$ cat src/rtl/flex_pkg.sv
// Shared constants and helpers for the flex-sensor grab array.
// Used by flex_channel and flex_grab_array.
package flex_pkg;

  localparam int DEFAULT_DEBOUNCE_CYCLES = 270000;
  localparam int DEFAULT_HOLD_CYCLES     = 27000000;

  // Pin level seen while the sensor is straight (not grabbing).
  function automatic logic idle_level(input int active_low);
    return (active_low != 0);
  endfunction

  function automatic int cnt_width(input int n);
    int w;
    w = 1;
    while ((64'd1 << w) < 64'(n)) w++;
    return w;
  endfunction

endpackage

$ cat src/rtl/flex_channel.sv
// One sensor channel: sync, debounce, pulses, hold flag.
// Optional grab counter under FLEX_GRAB_COUNT_EN.
module flex_channel
  import flex_pkg::*;
#(
  parameter int DEBOUNCE_CYCLES = DEFAULT_DEBOUNCE_CYCLES,
  parameter int HOLD_CYCLES     = DEFAULT_HOLD_CYCLES,
  parameter int ACTIVE_LOW      = 1
) (
  input  logic       clk,
  input  logic       reset_n,
  input  logic       pin,
`ifdef FLEX_GRAB_COUNT_EN
  input  logic       grab_count_clr,
  output logic [7:0] grab_count,
`endif
  output logic       grabbing,
  output logic       grab_start,
  output logic       grab_end,
  output logic       grab_held,
  output logic       grabbing_nxt
);

  localparam int DW = cnt_width(DEBOUNCE_CYCLES);
  localparam int HW = cnt_width(HOLD_CYCLES + 1);
  localparam logic IDLE = idle_level(ACTIVE_LOW);
  localparam logic [DW-1:0] DB_LAST = DW'(DEBOUNCE_CYCLES - 1);
  localparam logic [HW-1:0] HOLD_MAX = HW'(HOLD_CYCLES);

  logic          sync1_q, sync1_d;
  logic          sync2_q, sync2_d;
  logic [DW-1:0] db_cnt_q, db_cnt_d;
  logic [HW-1:0] hold_cnt_q, hold_cnt_d;
  logic          grabbing_q, grabbing_d;
  logic          start_q, start_d;
  logic          end_q, end_d;
  logic          held_q, held_d;
  logic          raw_level;

  always_comb begin
    sync1_d    = pin;
    sync2_d    = sync1_q;
    raw_level  = sync2_q ^ IDLE;
    db_cnt_d   = '0;
    grabbing_d = grabbing_q;
    if (raw_level != grabbing_q) begin
      if (db_cnt_q == DB_LAST) grabbing_d = ~grabbing_q;
      else db_cnt_d = db_cnt_q + DW'(1);
    end
    start_d = grabbing_d & ~grabbing_q;
    end_d   = ~grabbing_d & grabbing_q;
    // The grab's first cycle is count 0, so held lands HOLD cycles later.
    hold_cnt_d = '0;
    if (grabbing_q && grabbing_d) begin
      if (hold_cnt_q == HOLD_MAX) hold_cnt_d = hold_cnt_q;
      else hold_cnt_d = hold_cnt_q + HW'(1);
    end
    held_d = grabbing_d && (hold_cnt_d == HOLD_MAX);
  end

  always_ff @(posedge clk or negedge reset_n) begin
    if (!reset_n) begin
      sync1_q    <= IDLE;
      sync2_q    <= IDLE;
      db_cnt_q   <= '0;
      hold_cnt_q <= '0;
      grabbing_q <= 1'b0;
      start_q    <= 1'b0;
      end_q      <= 1'b0;
      held_q     <= 1'b0;
    end else begin
      sync1_q    <= sync1_d;
      sync2_q    <= sync2_d;
      db_cnt_q   <= db_cnt_d;
      hold_cnt_q <= hold_cnt_d;
      grabbing_q <= grabbing_d;
      start_q    <= start_d;
      end_q      <= end_d;
      held_q     <= held_d;
    end
  end

  assign grabbing     = grabbing_q;
  assign grab_start   = start_q;
  assign grab_end     = end_q;
  assign grab_held    = held_q;
  assign grabbing_nxt = grabbing_d;

`ifdef FLEX_GRAB_COUNT_EN
  logic [7:0] gcnt_q, gcnt_d;

  // Counts the visible start pulse; a clear in that cycle wins.
  always_comb begin
    gcnt_d = gcnt_q;
    if (grab_count_clr) gcnt_d = '0;
    else if (start_q && (gcnt_q != 8'hFF)) gcnt_d = gcnt_q + 8'd1;
  end

  always_ff @(posedge clk or negedge reset_n) begin
    if (!reset_n) gcnt_q <= '0;
    else gcnt_q <= gcnt_d;
  end

  assign grab_count = gcnt_q;
`endif

endmodule

$ cat src/rtl/flex_grab_array.sv
// Multi-channel flex-sensor grab detector.
// Optional per-channel grab counters under FLEX_GRAB_COUNT_EN.
module flex_grab_array
  import flex_pkg::*;
#(
  parameter int NUM_CH          = 2,
  parameter int DEBOUNCE_CYCLES = DEFAULT_DEBOUNCE_CYCLES,
  parameter int HOLD_CYCLES     = DEFAULT_HOLD_CYCLES,
  parameter int ACTIVE_LOW      = 1
) (
  input  logic                clk,
  input  logic                reset_n,
  input  logic [NUM_CH-1:0]   pin_in,
`ifdef FLEX_GRAB_COUNT_EN
  input  logic                grab_count_clr,
  output logic [NUM_CH*8-1:0] grab_count,
`endif
  output logic [NUM_CH-1:0]   grabbing,
  output logic [NUM_CH-1:0]   grab_start,
  output logic [NUM_CH-1:0]   grab_end,
  output logic [NUM_CH-1:0]   grab_held,
  output logic                any_grabbing
);

  logic [NUM_CH-1:0] grabbing_nxt;
  logic              any_q, any_d;

  for (genvar i = 0; i < NUM_CH; i++) begin : g_ch
    flex_channel #(
      .DEBOUNCE_CYCLES(DEBOUNCE_CYCLES),
      .HOLD_CYCLES    (HOLD_CYCLES),
      .ACTIVE_LOW     (ACTIVE_LOW)
    ) u_ch (
      .clk           (clk),
      .reset_n       (reset_n),
      .pin           (pin_in[i]),
`ifdef FLEX_GRAB_COUNT_EN
      .grab_count_clr(grab_count_clr),
      .grab_count    (grab_count[8*i +: 8]),
`endif
      .grabbing      (grabbing[i]),
      .grab_start    (grab_start[i]),
      .grab_end      (grab_end[i]),
      .grab_held     (grab_held[i]),
      .grabbing_nxt  (grabbing_nxt[i])
    );
  end

  always_comb begin
    any_d = |grabbing_nxt;
  end

  always_ff @(posedge clk or negedge reset_n) begin
    if (!reset_n) any_q <= 1'b0;
    else any_q <= any_d;
  end

  assign any_grabbing = any_q;

endmodule

$ cat config.mk
export PLATFORM = sky130hd
export DESIGN_NAME = flex_grab_array
export DESIGN_NICKNAME = d
export VERILOG_FILES = /design/src/rtl/flex_pkg.sv /design/src/rtl/flex_channel.sv /design/src/rtl/flex_grab_array.sv
export SDC_FILE = /design/constraint.sdc
export NUM_CORES = 1
export LEC_CHECK = 0
export CAP_MARGIN = 20
export CORE_ASPECT_RATIO = 0.9
export CORE_MARGIN = 3
export CORE_UTILIZATION = 56
export DETAILED_ROUTE_END_ITERATION = 8
export GPL_TIMING_DRIVEN = 0
export PLACE_DENSITY = 0.86
export SLEW_MARGIN = 15
export SYNTH_ARGS = -nofsm -noshare
export SYNTH_HDL_FRONTEND = slang
export SYNTH_HIERARCHICAL = 1
export SYNTH_SLANG_ARGS = --single-unit
$ cat constraint.sdc
create_clock -name clk -period 2.4 [get_ports clk]
set_input_delay 0.24 -clock clk [delete_from_list [all_inputs] [get_ports clk]]
set_output_delay 0.24 -clock clk [all_outputs]
set_load 0.01 [all_outputs]
Word-level counts from Yosys, hierarchy flattened --
Index checks and enable logic that the tools add are counted.
Word-level totals: RAM bits 0, latch bits 0, ROM bits 0, register bits after elaboration 101, memories kept 0
Operators by class: equal/unequal tests 8, $lt $le $gt $ge 0, bitwise logic cells 10, reduce and logical (&&, ||, !) cells 5, shift-type cells 0, mux-type cells 12, $add $sub $neg 4, divide/modulo/power cells 0, $mul 0
Operators by type and width (number):
- $eq 25x25->1 const B | 4
- $mux 25 | 4
- $mux 19 | 4
- $add 25x1->25 const B | 2
- $add 19x1->19 const B | 2
- $eq 19x19->1 const B | 2
- $not 1->1 | 6
- $and 1x1->1 | 4
- $logic_and 1x1->1 | 4
- $mux 1 | 4
- $ne 1x1->1 | 2
- $reduce_or 2->1 | 1

Longest topological paths before layout --
Gate-level depths: netlist of the first run.
depth after elaboration 7, gate-level depth with buffers 9, gate-level depth less buffers 8

Modules after synthesis --
Netlist of the first run, hierarchy kept.
By module, submodules not included:
- flex_channel | cells each 284, instances 2, area each 2700.1 um^2
- flex_grab_array | cells each 2, instances 1, area each 31.3 um^2

Least setup slack after synthesis of the first run --
Ideal clock, no wire load.
path type reg2reg, from register g_ch[1].u_ch.db_cnt_q[15], to register any_q, in the netlist any_grabbing, stages on the path, launching flop included 8, slack 122 ps, data arrival time 2154 ps, setup time 124 ps, cells stage by stage dfrtp_1 -> or4b_1 -> or4_4 -> or2_1 -> buf_6 -> nand2_1 -> o21ai_0 -> or2_1
On the way: longest elaborated chain between the ends 4
RTL lines:
- start: declaration | RTL line flex_channel.sv:32 | logic [DW-1:0] db_cnt_q, db_cnt_d;
- start signal: assignment | RTL line flex_channel.sv:74 | db_cnt_q <= db_cnt_d;
- $eq 19x19->1 | RTL line flex_channel.sv:47 | if (db_cnt_q == DB_LAST) grabbing_d = ~grabbing_q;
- $mux 1 | RTL line flex_channel.sv:47
- $mux 1 | RTL line flex_channel.sv:46 | if (raw_level != grabbing_q) begin
- via grabbing_nxt[1] | RTL line flex_grab_array.sv:25 | logic [NUM_CH-1:0] grabbing_nxt;
- $reduce_or 2->1 | RTL line flex_grab_array.sv:50 | any_d = |grabbing_nxt;
- via any_d | RTL line flex_grab_array.sv:26 | logic any_q, any_d;
- end signal: assignment | RTL line flex_grab_array.sv:55 | else any_q <= any_d;
- end: declaration | RTL line flex_grab_array.sv:26
The timed path passes the listed nets, and every way through them passes these cells.

Worst setup path after layout of the first run --
from register g_ch[1].u_ch.db_cnt_q[15], to register g_ch[1].u_ch.held_q
On the way: longest elaborated chain between the ends 7
RTL lines:
- $eq 19x19->1 | RTL line flex_channel.sv:47
- $mux 1 | RTL line flex_channel.sv:47
- $mux 1 | RTL line flex_channel.sv:46
- $logic_and 1x1->1 | RTL line flex_channel.sv:54 | if (grabbing_q && grabbing_d) begin
- $mux 25 | RTL line flex_channel.sv:54
- via g_ch[1].u_ch.hold_cnt_d[14] | RTL line flex_channel.sv:33 | logic [HW-1:0] hold_cnt_q, hold_cnt_d;
- $eq 25x25->1 | RTL line flex_channel.sv:58 | held_d = grabbing_d && (hold_cnt_d == HOLD_MAX);
- $logic_and 1x1->1 | RTL line flex_channel.sv:58
- via g_ch[1].u_ch.held_d | RTL line flex_channel.sv:37 | logic held_q, held_d;
- end signal: assignment | RTL line flex_channel.sv:79 | held_q <= held_d;
- end: declaration | RTL line flex_channel.sv:37
The timed path passes the listed nets, and every way through them passes these cells.

==> insert_results.sql, run 1 <==
INSERT INTO impl_metrics (metric_group, metric, value, unit) VALUES
('place', 'port_buffers', '12', ''),
('detailed_routing', 'detail_route.wl_per_cell', '16.5', 'um'),
('synthesis', 'synthesis.area', '5430', 'um^2'),
('cts', 'clk_pin_slew_worst_paths', '0.10', 'ns'),
('synthesis', 'syn_inst', '570', ''),
('synthesis', 'async_set_or_reset_flop_fraction_in_the_synthesized_netlist', '100', '%'),
('timing', 'final_min_period_over_clock_period', '98.5', '%'),
('detailed_routing', 'dr_total_vias', '4373', ''),
('power_and_ir_drop', 'cellLeakagePower', '2.32', 'nW'),
('timing', 'hold_slack', '0.250', 'ns'),
('cells_and_area', 'num-nets-final', '612', ''),
('power_and_ir_drop', 'power', '2.92', 'mW'),
('detailed_routing', 'drt_pre_antenna_iters', '4', ''),
('detailed_routing', 'via_per_inst', '6.00', ''),
('synthesis', 'synthesis.nets', '580', ''),
('global_routing', 'global_route_wire_length_before_repair', '20.4', 'mm'),
('global_routing', 'pin_count_of_the_biggest_net_entering_global_routing', '53', ''),
('outcome', 'run_status', 'finished, final reports clean', ''),
('cells_and_area', 'fill_cells', '729', ''),
('synthesis', 'yosysUniqueCellTypes', '44', ''),
('timing', 'setup_viol', '0', ''),
('worst_setup_path', 'required', '2.67', 'ns'),
('timing', 'maxClockFrequency', '423', 'MHz'),
('timing', 'layout_min_cycle_time', '2.36', 'ns'),
('global_routing', 'global_route.overflow_total', '0', ''),
('die', 'floorplan.die_area', '10900', 'um^2'),
('synthesis', 'syn-mean-instance-area', '9.53', 'um^2'),
('cells_and_area', 'most-common-layout-cells', 'dfrtp_1, nor2_1, xor2_1, nand3_1, nand2_1', ''),
('timing', 'finalMaxSlewViolations', '0', ''),
('global_routing', 'first_global_vias', '4301', ''),
('place', 'place_congestion', '0.933', ''),
('place', 'pre_cts_ws', '-0.0532', 'ns'),
('power_and_ir_drop', 'vdd_ir_drop_max', '0.000428', 'V'),
('timing', 'worst_slew_margin_rel', '60.3', '%'),
('die', 'initial_utilization', '58.5', '%'),
('die', 'die-height', '99.4', 'um'),
('detailed_routing', 'drcViolationCount', '0', ''),
('timing', 'finalClockSkew', '0.0186', 'ns'),
('place', 'placed_cells', '705', ''),
('synthesis', 'synth-edff-count', '0', ''),
('worst_setup_path', 'path_max_fanout', '7', ''),
('cts', 'cts_max_level', '3', ''),
('worst_setup_path', 'cp.arrival', '2.63', 'ns'),
('cts', 'clock_buffer_count_from_cts', '9', ''),
('job', 'cap_violations', '0', ''),
('die', 'core_area', '9290', 'um^2'),
('synthesis', 'dominantRegCellSynth', 'dfrtp_1', ''),
('min_path', 'hp-class', 'primary input to register', ''),
('global_routing', 'number_of_antenna_violations_at_the_first_check_in_global_routing', '0', ''),
('timing', 'final-hold-violation-count', '0', ''),
('worst_setup_path', 'kind_of_end_point_of_the_critical_path', 'register', ''),
('cells_and_area', 'layout_commonest_cell', 'dfrtp_1', ''),
('cts', 'clkLatencyLatePin', '0.40', 'ns'),
('die', 'rows', '33', ''),
('worst_setup_path', 'setup.worst_path.start_class', 'register', ''),
('cts', 'cts.path.max_buffers', '2', ''),
('die', 'chipWidth', '110', 'um'),
('cells_and_area', 'area_delta_synth_final', '12.1', '%'),
('die', 'i_o_pin_total', '13', ''),
('timing', 'fin_ws', '0.0361', 'ns'),
('detailed_routing', 'drt_iter0_markers', '299', ''),
('place', 'detailed_place_hpwl', '8.27', 'mm'),
('worst_setup_path', 'worstSetupPathType', 'register to register', ''),
('power_and_ir_drop', 'power_density', '480', 'nW/um^2'),
('timing', 'tightest_slew', '0.591', 'ns'),
('cells_and_area', 'finalNonFillerCells', '729', ''),
('detailed_routing', 'drt.antenna.violating_nets', '0', ''),
('cts', 'cts_tree', 'yes', ''),
('synthesis', 'synth_warnings', '6', ''),
('cells_and_area', 'diodes', '0', ''),
('global_routing', 'grtUsageTotal', '23.5', '%'),
('detailed_routing', 'routed_wirelength', '12.1', 'mm'),
('synthesis', 'synth_seq_area_share', '46.6', '%'),
('cells_and_area', 'drive_gt1_share', '11.4', '%'),
('synthesis', 'ys_seq_elements', '101', ''),
('cts', 'tritoncts_num_sinks', '101', ''),
('cts', 'clockRootBuffer', 'clkbuf_8', '');
state kept, by name (all words and copies together), names as in the netlist:
| signal | cells |
|---|---|
| g_ch.u_ch/sync2_q | 2 |
| g_ch.u_ch/grab_start | 2 |
| g_ch.u_ch/db_cnt_q | 38 |
| any_grabbing | 1 |
| g_ch.u_ch/hold_cnt_q | 50 |
| g_ch.u_ch/grabbing | 2 |
| g_ch.u_ch/grab_end | 2 |
| g_ch.u_ch/grab_held | 2 |
| g_ch.u_ch/sync1_q | 2 |
per-stage QoR:
stage / instance area, um^2 / TNS (ns) / utilization [%]
3_5_place_dp: 5730 / -0.185 / 61.7
4_1_cts: 6000 / 0 / 64.6
3_3_place_gp: 5700 / -254.24 / 61.4
6_report: 6090 / 0 / 65.5
2_1_floorplan: 5430 / 0 / -
5_1_grt: 6090 / -0.0197 / 65.5
where the power goes:
part	internal (mW)	switching (mW)	leakage, nW
sequential	1.72	0.0103	1.39
combinational	0.0267	0.0544	0.827
clock	0.424	0.690	0.105
worst max-delay path, stage by stage, from the launching register on:
cell	delay, ns
dfrtp_1	0.41
or4b_1	0.54
or4_4	0.55
o31ai_4	0.41
nor2_2	0.09
o2111ai_1	0.15
nor3_2	0.10
routing by layer:
layer	vias to the layer above	global-route usage [%]	share of wire [%]
li1	2069	-	-
met1	2171	32.0	45
met2	111	37.6	49
met3	22	5.26	4.7
met4	0	6.81	1.6
met5	-	0	0
kinds of logic (layout without fill, tap and decap cells):
family / Yosys count / in the layout / synth area share [%]
AND/OR/NAND/NOR: 299 / 299 / 29.7
flip-flops: 101 / 101 / 46.6
XOR/XNOR: 80 / 80 / 12.9
AO/OA/AOI/OAI: 42 / 42 / 5.39
buffers and inverters: 42 / 79 / 4.01
adder cells (fa/ha/maj): 6 / 6 / 1.38
area by class of cell:
type                       instances  area [um^2]  area share, %
clock buffer                       9          124           2.03
clock inverter                     7         86.3           1.42
timing repair buffer              24          246           4.05
sequential                       101         2530           41.6
inverter                          12         45.0          0.740
multi-input combinational        427         2740           45.0
tap                              122          153           2.51
buffer                            27          161           2.65
final timing paths:
check | startpoint | endpoint | slack (ns) | cells after the start
max | g_ch[1].u_ch/db_cnt_q[15] | g_ch[1].u_ch/grab_held | 0.04 | 6
min | pin_in[0] | g_ch[0].u_ch/sync1_q | 0.25 | 1
max reg2reg | g_ch[1].u_ch/db_cnt_q[15] | g_ch[1].u_ch/grab_held | 0.04 | 6
min reg2reg | g_ch[1].u_ch/sync1_q | g_ch[1].u_ch/sync2_q | 0.36 | 0
max in group asynchronous | reset_n | g_ch[1].u_ch/hold_cnt_q[18] | 1.44 | 3
min in group asynchronous | reset_n | g_ch[1].u_ch/db_cnt_q[6] | 0.35 | 2
cells in the mapped netlist, drive strengths merged, types with 6 or more instances:
| cell type | instances | area share, % |
|---|---|---|
| a21oi | 12 | 1.1 |
| and3 | 12 | 1.4 |
| and4 | 12 | 1.9 |
| buf | 14 | 2.1 |
| clkbuf | 16 | 1.1 |
| dfrtp | 97 | 45 |
| ha | 6 | 1.4 |
| inv | 12 | 0.83 |
| nand2 | 40 | 3.4 |
| nand3 | 40 | 3.7 |
| nand4 | 34 | 3.9 |
| nand4b | 12 | 1.9 |
| nor2 | 92 | 6.5 |
| nor3 | 22 | 2.0 |
| nor4 | 8 | 0.92 |
| o21ai | 12 | 1.1 |
| xnor2 | 30 | 4.8 |
| xor2 | 50 | 8.1 |
timing repair:
action                     4_1_cts  5_1_grt
buffers inserted                 4        6
hold buffers                     1        0
setup endpoints to repair       22        3
resized for setup                1       14
pin swaps                        1        5
hold endpoints to repair        47        0
No activity file was read; power rests on OpenSTA's default activity.
==> run 2, diff against run 1 <==
--- a/config.mk
+++ b/config.mk
@@ -12,7 +12,6 @@
 export DETAILED_ROUTE_END_ITERATION = 8
 export GPL_TIMING_DRIVEN = 0
 export PLACE_DENSITY = 0.86
-export SLEW_MARGIN = 15
 export SYNTH_ARGS = -nofsm -noshare
 export SYNTH_HDL_FRONTEND = slang
 export SYNTH_HIERARCHICAL = 1
==> run 2 against run 1 <==
  * Critical path depth did not move
  * Via count fell by 0.64%
  * Non-clock buffer count fell by 2
  * Sequential share of layout area rose by 0.10 points
  * Sequential power about the same
  * Flip-flop and latch count did not move
  * Utilization shrank 0.19 points
  * Largest power group unchanged
  * Highest routed layer unchanged
==> insert_results.sql, run 2 (same netlist as run 1, synthesis figures left out) <==
INSERT INTO impl_metrics (metric_group, metric, value, unit) VALUES
('cells_and_area', 'fill_cells', '725', ''),
('die', 'rows', '33', ''),
('timing', 'finalClockSkew', '0.0213', 'ns'),
('detailed_routing', 'drcViolationCount', '0', ''),
('cells_and_area', 'max_reg_flops', '50', ''),
('worst_setup_path', 'reg_to_reg_start', 'g_ch[1].u_ch/db_cnt_q[15]', ''),
('worst_setup_path', 'timing.critical_path.cells', 'or4b_1 > or4_4 > o31ai_4 > nor2_2 > o2111ai_1 > nor3_2', ''),
('cells_and_area', 'num-nets-final', '610', ''),
('power_and_ir_drop', 'cellLeakagePower', '2.32', 'nW'),
('cts', 'cts.path.max_buffers', '2', ''),
('global_routing', 'first_global_vias', '4320', ''),
('timing', 'maxClockFrequency', '428', 'MHz'),
('detailed_routing', 'drt_iter0_markers', '248', ''),
('cts', 'clkLatencyLatePin', '0.40', 'ns'),
('detailed_routing', 'dr_total_vias', '4345', ''),
('detailed_routing', 'drt.antenna.violating_nets', '0', ''),
('global_routing', 'number_of_antenna_violations_at_the_first_check_in_global_routing', '0', ''),
('global_routing', 'pin_count_of_the_biggest_net_entering_global_routing', '53', ''),
('global_routing', 'global_route_wire_length_before_repair', '20.7', 'mm'),
('cells_and_area', 'layout_commonest_cell', 'dfrtp_1', ''),
('cts', 'clk_pin_slew_worst_paths', '0.11', 'ns'),
('cells_and_area', 'register_cell_area_after_layout', '2530', 'um^2'),
('worst_setup_path', 'kind_of_end_point_of_the_critical_path', 'register', ''),
('cells_and_area', 'top_register', 'g_ch.u_ch/hold_cnt_q', ''),
('timing', 'worst_slew_margin_rel', '54.9', '%'),
('cts', 'clock_buffer_count_from_cts', '9', ''),
('cts', 'clockRootBuffer', 'clkbuf_8', ''),
('min_path', 'hp-class', 'primary input to register', ''),
('die', 'initial_utilization', '58.5', '%'),
('worst_setup_path', 'crit_path_start', 'g_ch[1].u_ch/db_cnt_q[15]', ''),
('timing', 'final_min_period_over_clock_period', '97.3', '%'),
('detailed_routing', 'drt_pre_antenna_iters', '5', ''),
('worst_setup_path', 'timing.reg2reg.setup_slack', '0.06', 'ns'),
('cells_and_area', 'multi_input_comb_area', '2740', 'um^2'),
('die', 'core_area', '9290', 'um^2'),
('cts', 'tritoncts_num_sinks', '101', ''),
('worst_setup_path', 'slowest_stage', 'or4_4', ''),
('power_and_ir_drop', 'power_density', '482', 'nW/um^2'),
('outcome', 'run_status', 'finished, final reports clean', ''),
('cells_and_area', 'biggestRegsByFlops', 'g_ch.u_ch/hold_cnt_q (50), g_ch.u_ch/db_cnt_q (38)', ''),
('worst_setup_path', 'critical-path-top-delay-family', 'simple AND/OR/NAND/NOR gates', ''),
('cells_and_area', 'diodes', '0', ''),
('timing', 'finalMaxSlewViolations', '0', ''),
('die', 'chipWidth', '110', 'um'),
('cells_and_area', 'final_core_util', '65.3', '%'),
('die', 'die-height', '99.4', 'um'),
('worst_setup_path', 'path_depth', '6', ''),
('worst_setup_path', 'timing.rr.end', 'g_ch[1].u_ch/grab_held', ''),
('global_routing', 'grtUsageTotal', '23.7', '%'),
('place', 'port_buffers', '12', ''),
('place', 'place_congestion', '0.933', ''),
('cts', 'cts_max_level', '3', ''),
('worst_setup_path', 'worst-path-buf-inv', '0', ''),
('power_and_ir_drop', 'vdd_ir_drop_max', '0.000395', 'V'),
('die', 'floorplan.die_area', '10900', 'um^2'),
('worst_setup_path', 'setup.worst_path.start_class', 'register', ''),
('place', 'detailed_place_hpwl', '8.34', 'mm'),
('worst_setup_path', 'path_max_fanout', '7', ''),
('worst_setup_path', 'worstSetupEndpoint', 'g_ch[1].u_ch/grab_held', ''),
('worst_setup_path', 'rr_worst_depth', '6', ''),
('worst_setup_path', 'cp.arrival', '2.61', 'ns'),
('detailed_routing', 'via_per_inst', '5.98', ''),
('detailed_routing', 'routed_wirelength', '12.0', 'mm'),
('cells_and_area', 'drive_gt1_share', '11.2', '%'),
('worst_setup_path', 'worstSetupPathType', 'register to register', ''),
('timing', 'fin_tns_setup', '0', 'ns'),
('timing', 'setup_viol', '0', ''),
('worst_setup_path', 'critical_path.max_stage_delay', '0.55', 'ns'),
('cts', 'cts_tree', 'yes', ''),
('cells_and_area', 'area_delta_synth_final', '11.8', '%'),
('timing', 'layout_min_cycle_time', '2.34', 'ns'),
('timing', 'tightest_slew', '0.676', 'ns'),
('die', 'i_o_pin_total', '13', ''),
('timing', 'final-hold-violation-count', '0', ''),
('detailed_routing', 'detail_route.wl_per_cell', '16.5', 'um'),
('worst_setup_path', 'required', '2.67', 'ns'),
('job', 'cap_violations', '0', ''),
('cells_and_area', 'most-common-layout-cells', 'dfrtp_1, nor2_1, xor2_1, nand3_1, nand2_1', ''),
('global_routing', 'global_route.overflow_total', '0', '');
run 2: how the worst min path moves through the flow:
stage / cells past startpoint / endpoint / slack [ns] / startpoint
2_1_floorplan: 0 / any_grabbing / -0.06 / reset_n
3_3_place_gp: 0 / g_ch[1].u_ch/sync2_q / 0.35 / g_ch[1].u_ch/sync1_q
3_5_place_dp: 1 / g_ch[1].u_ch/db_cnt_q[2] / 0.32 / reset_n
4_1_cts: 1 / g_ch[0].u_ch/sync1_q / 0.25 / pin_in[0]
5_1_grt: 1 / g_ch[0].u_ch/sync1_q / 0.24 / pin_in[0]
6_report: 1 / g_ch[0].u_ch/sync1_q / 0.25 / pin_in[0]
run 2: power by group:
group / internal, mW / switching, mW / total [mW]
Clock: 0.424 / 0.696 / 1.12
Sequential: 1.72 / 0.0102 / 1.73
Combinational: 0.0257 / 0.0535 / 0.0792
Total: 2.16 / 0.760 / 2.92
run 2: worst register-to-register path, stage by stage, from the launching register on:
cell       delay [ns]
dfrtp_1          0.41
or4b_1           0.54
or4_4            0.55
o31ai_4          0.39
nor2_2           0.09
o2111ai_1        0.15
nor3_2           0.10
run 2: layer usage:
metal / routed length, um / vias up / global-route usage (%) / part of all wire [%]
met5: 0 / - / 0 / 0
met4: 262 / 0 / 8.72 / 2.2
met3: 612 / 25 / 4.74 / 5.1
met2: 5800 / 130 / 37.1 / 48
met1: 5320 / 2130 / 32.6 / 44
li1: - / 2060 / - / -
run 2: metrics by stage:
step	hold slack, ns	worst slack [ns]	cell area [um^2]	total power, mW	cells
floorplan	-0.0556	0.122	5430	1.79	570
global placement	0.346	-2.57	5700	1.83	704
detailed placement	0.319	-0.0817	5730	1.84	705
CTS	0.249	-0.00893	5990	2.95	725
global route	0.236	-0.0391	6070	3.04	727
finish	0.250	0.0645	6070	2.92	727
run 2: final cells by class:
type,count,share of cell area [%]
repair buffers,24,4.00
plain buffers,25,2.54
flip-flops and latches,101,41.7
clock buffers,9,2.04
inverters,12,0.742
clock inverters,7,1.38
multi-input cells,427,45.1
well taps,122,2.51
run 2: repair_timing:
action | 4_1_cts | 5_1_grt
setup endpoints to repair | 23 | 4
setup buffers | 5 | 5
pin swaps | 1 | 6
resized for setup | 1 | 13
hold buffers | 1 | 0
endpoints found under the hold margin | 47 | 0
==> run 3, diff against run 2 <==
--- a/config.mk
+++ b/config.mk
@@ -11,7 +11,7 @@
 export CORE_UTILIZATION = 56
 export DETAILED_ROUTE_END_ITERATION = 8
 export GPL_TIMING_DRIVEN = 0
-export PLACE_DENSITY = 0.86
+export PLACE_DENSITY = 0.76
 export SYNTH_ARGS = -nofsm -noshare
 export SYNTH_HDL_FRONTEND = slang
 export SYNTH_HIERARCHICAL = 1
==> run 3 against run 2 <==
  * Hold slack better by 0.017 ns
  * Critical path type unchanged
  * First-iteration DRC count is 7.3% higher
  * Critical path depth is 1 higher
  * Power is 1.5% higher
  * Combinational power hardly changed
  * Flip-flop and latch count stayed put
  * Utilization is 0.38 points higher
==> insert_results.sql, run 3 (same netlist as run 1, synthesis figures left out) <==
INSERT INTO impl_metrics (metric_group, metric, value, unit) VALUES
('outcome', 'run_status', 'finished, final reports clean', ''),
('cells_and_area', 'max_reg_flops', '50', ''),
('detailed_routing', 'detail_route.wl_per_cell', '15.7', 'um'),
('worst_setup_path', 'slowest_stage', 'or4b_4', ''),
('global_routing', 'global_route.overflow_total', '0', ''),
('die', 'initial_utilization', '58.5', '%'),
('place', 'place_congestion', '0.941', ''),
('timing', 'rsz0062_at_grt', 'yes', ''),
('die', 'core_area', '9290', 'um^2'),
('worst_setup_path', 'timing.rr.end', 'g_ch[0].u_ch/grab_held', ''),
('worst_setup_path', 'setup.worst_path.start_class', 'register', ''),
('min_path', 'holdCritStartpoint', 'pin_in[1]', ''),
('worst_setup_path', 'cp.arrival', '2.60', 'ns'),
('timing', 'setup_viol', '0', ''),
('cells_and_area', 'top_register', 'g_ch.u_ch/hold_cnt_q', ''),
('worst_setup_path', 'kind_of_end_point_of_the_critical_path', 'register', ''),
('min_path', 'hold-path-endpoint', 'g_ch[1].u_ch/sync1_q', ''),
('detailed_routing', 'drcViolationCount', '0', ''),
('worst_setup_path', 'required', '2.65', 'ns'),
('worst_setup_path', 'path_max_fanout', '4', ''),
('detailed_routing', 'drt_iter0_markers', '266', ''),
('cts', 'cts_max_level', '3', ''),
('cells_and_area', 'area_delta_synth_final', '12.4', '%'),
('die', 'i_o_pin_total', '13', ''),
('cts', 'clock_buffer_count_from_cts', '9', ''),
('power_and_ir_drop', 'vdd_ir_drop_max', '0.000517', 'V'),
('timing', 'final_min_period_over_clock_period', '98.0', '%'),
('place', 'port_buffers', '12', ''),
('cells_and_area', 'layout_commonest_cell', 'dfrtp_1', ''),
('global_routing', 'pin_count_of_the_biggest_net_entering_global_routing', '62', ''),
('power_and_ir_drop', 'power_density', '486', 'nW/um^2'),
('die', 'die-height', '99.4', 'um'),
('worst_setup_path', 'timing.reg2reg.setup_slack', '0.05', 'ns'),
('place', 'detailed_place_hpwl', '7.92', 'mm'),
('cts', 'clockRootBuffer', 'clkbuf_8', ''),
('cells_and_area', 'biggestRegsByFlops', 'g_ch.u_ch/hold_cnt_q (50), g_ch.u_ch/db_cnt_q (38)', ''),
('detailed_routing', 'dr_total_vias', '4353', ''),
('die', 'chipWidth', '110', 'um'),
('cells_and_area', 'fill_cells', '755', ''),
('worst_setup_path', 'worstSetupPathType', 'register to register', ''),
('global_routing', 'number_of_antenna_violations_at_the_first_check_in_global_routing', '0', ''),
('timing', 'fin_tns_setup', '0', 'ns'),
('global_routing', 'first_global_vias', '4142', ''),
('place', 'placed_cells', '705', ''),
('timing', 'layout_min_cycle_time', '2.35', 'ns'),
('job', 'cap_violations', '0', ''),
('cts', 'cts_tree', 'yes', ''),
('cts', 'tritoncts_num_sinks', '101', ''),
('power_and_ir_drop', 'power', '2.97', 'mW'),
('cells_and_area', 'finalNonFillerCells', '730', ''),
('die', 'floorplan.die_area', '10900', 'um^2'),
('min_path', 'hp-class', 'primary input to register', ''),
('timing', 'maxClockFrequency', '425', 'MHz'),
('worst_setup_path', 'rr_worst_depth', '7', ''),
('timing', 'tightest_slew', '0.533', 'ns'),
('detailed_routing', 'drt_pre_antenna_iters', '5', ''),
('die', 'rows', '33', ''),
('worst_setup_path', 'reg_to_reg_start', 'g_ch[0].u_ch/db_cnt_q[15]', ''),
('detailed_routing', 'via_per_inst', '5.96', ''),
('min_path', 'timing.hold.worst_path_depth', '1', ''),
('cts', 'clk_pin_slew_worst_paths', '0.09', 'ns'),
('timing', 'worst_slew_margin_rel', '64.4', '%'),
('detailed_routing', 'routed_wirelength', '11.5', 'mm'),
('timing', 'finalMaxSlewViolations', '0', ''),
('cells_and_area', 'most-common-layout-cells', 'dfrtp_1, nor2_1, xor2_1, nand3_1, nand2_1', ''),
('cts', 'clkLatencyLatePin', '0.37', 'ns'),
('worst_setup_path', 'timing.critical_path.cells', 'or4b_4 > or4_4 > o31ai_4 > buf_6 > nor2_2 > o2111ai_1 > nor3_1', ''),
('worst_setup_path', 'critical_path.max_stage_delay', '0.54', 'ns'),
('detailed_routing', 'drt.antenna.violating_nets', '0', ''),
('timing', 'final-hold-violation-count', '0', ''),
('global_routing', 'grtUsageTotal', '22.5', '%'),
('place', 'pre_cts_ws', '-0.0632', 'ns'),
('cells_and_area', 'diodes', '0', ''),
('power_and_ir_drop', 'cellLeakagePower', '2.35', 'nW'),
('cells_and_area', 'drive_gt1_share', '11.7', '%'),
('timing', 'fin_ws', '0.0483', 'ns'),
('global_routing', 'global_route_wire_length_before_repair', '19.6', 'mm'),
('timing', 'finalClockSkew', '0.0109', 'ns'),
('cts', 'cts.path.max_buffers', '2', ''),
('cells_and_area', 'num-nets-final', '613', '');
[run 3: timing repair]
action                     in CTS  in global routing
hold endpoints to repair       39                  0
hold buffers                    1                  0
resized for setup               3                 11
pin swaps                       2                  5
buffers inserted                5                  9
setup endpoints to repair      29                 33
[run 3: worst max-delay path by stage]
stage / start / cells after the start / endpoint
3_3_place_gp: reset_n / 1 / g_ch[0].u_ch/db_cnt_q[11]
5_1_grt: g_ch[1].u_ch/hold_cnt_q[11] / 7 / g_ch[1].u_ch/grab_held
6_report: g_ch[0].u_ch/db_cnt_q[15] / 7 / g_ch[0].u_ch/grab_held
3_5_place_dp: g_ch[1].u_ch/db_cnt_q[15] / 7 / any_grabbing
4_1_cts: g_ch[0].u_ch/db_cnt_q[15] / 7 / any_grabbing
2_1_floorplan: g_ch[1].u_ch/db_cnt_q[15] / 7 / any_grabbing
[run 3: layer usage]
layer	track usage [%]	share of wire (%)
met1	32.4	46
met2	33.9	46
met3	5.19	5.2
met4	7.38	1.9
met5	0	0
[run 3: where the power goes]
| group | leakage, nW | switching (mW) | internal [mW] | total, mW |
|---|---|---|---|---|
| Combinational | 0.842 | 0.0532 | 0.0261 | 0.0793 |
| Clock | 0.115 | 0.603 | 0.562 | 1.17 |
| Sequential | 1.39 | 0.00959 | 1.71 | 1.72 |
[run 3: stage by stage]
| step | utilization [%] | hold WS, ns | cell area [um^2] |
|---|---|---|---|
| floorplan | - | -0.0556 | 5430 |
| global placement | 61.4 | 0.347 | 5700 |
| detailed placement | 61.7 | 0.262 | 5730 |
| CTS | 64.6 | 0.238 | 6000 |
| global route | 65.7 | 0.252 | 6110 |
| finish | 65.7 | 0.267 | 6110 |
[run 3: area by class of cell]
class                   count  area, um^2  area share, %
multi-input cells         427        2730           44.8
flip-flops and latches    101        2530           41.5
repair buffers             28         264           4.32
well taps                 122         153           2.50
clock inverters             5        75.1           1.23
inverters                  12        45.0          0.738
clock buffers              11         151           2.48
plain buffers              24         150           2.46
[run 3: critical path, delay by kind of cell (launching register included)]
kind / cells / cell delay [ns]
compound gates: 2 / 0.39
buf+inv: 1 / 0.15
simple gates: 4 / 1.24
flops: 1 / 0.43
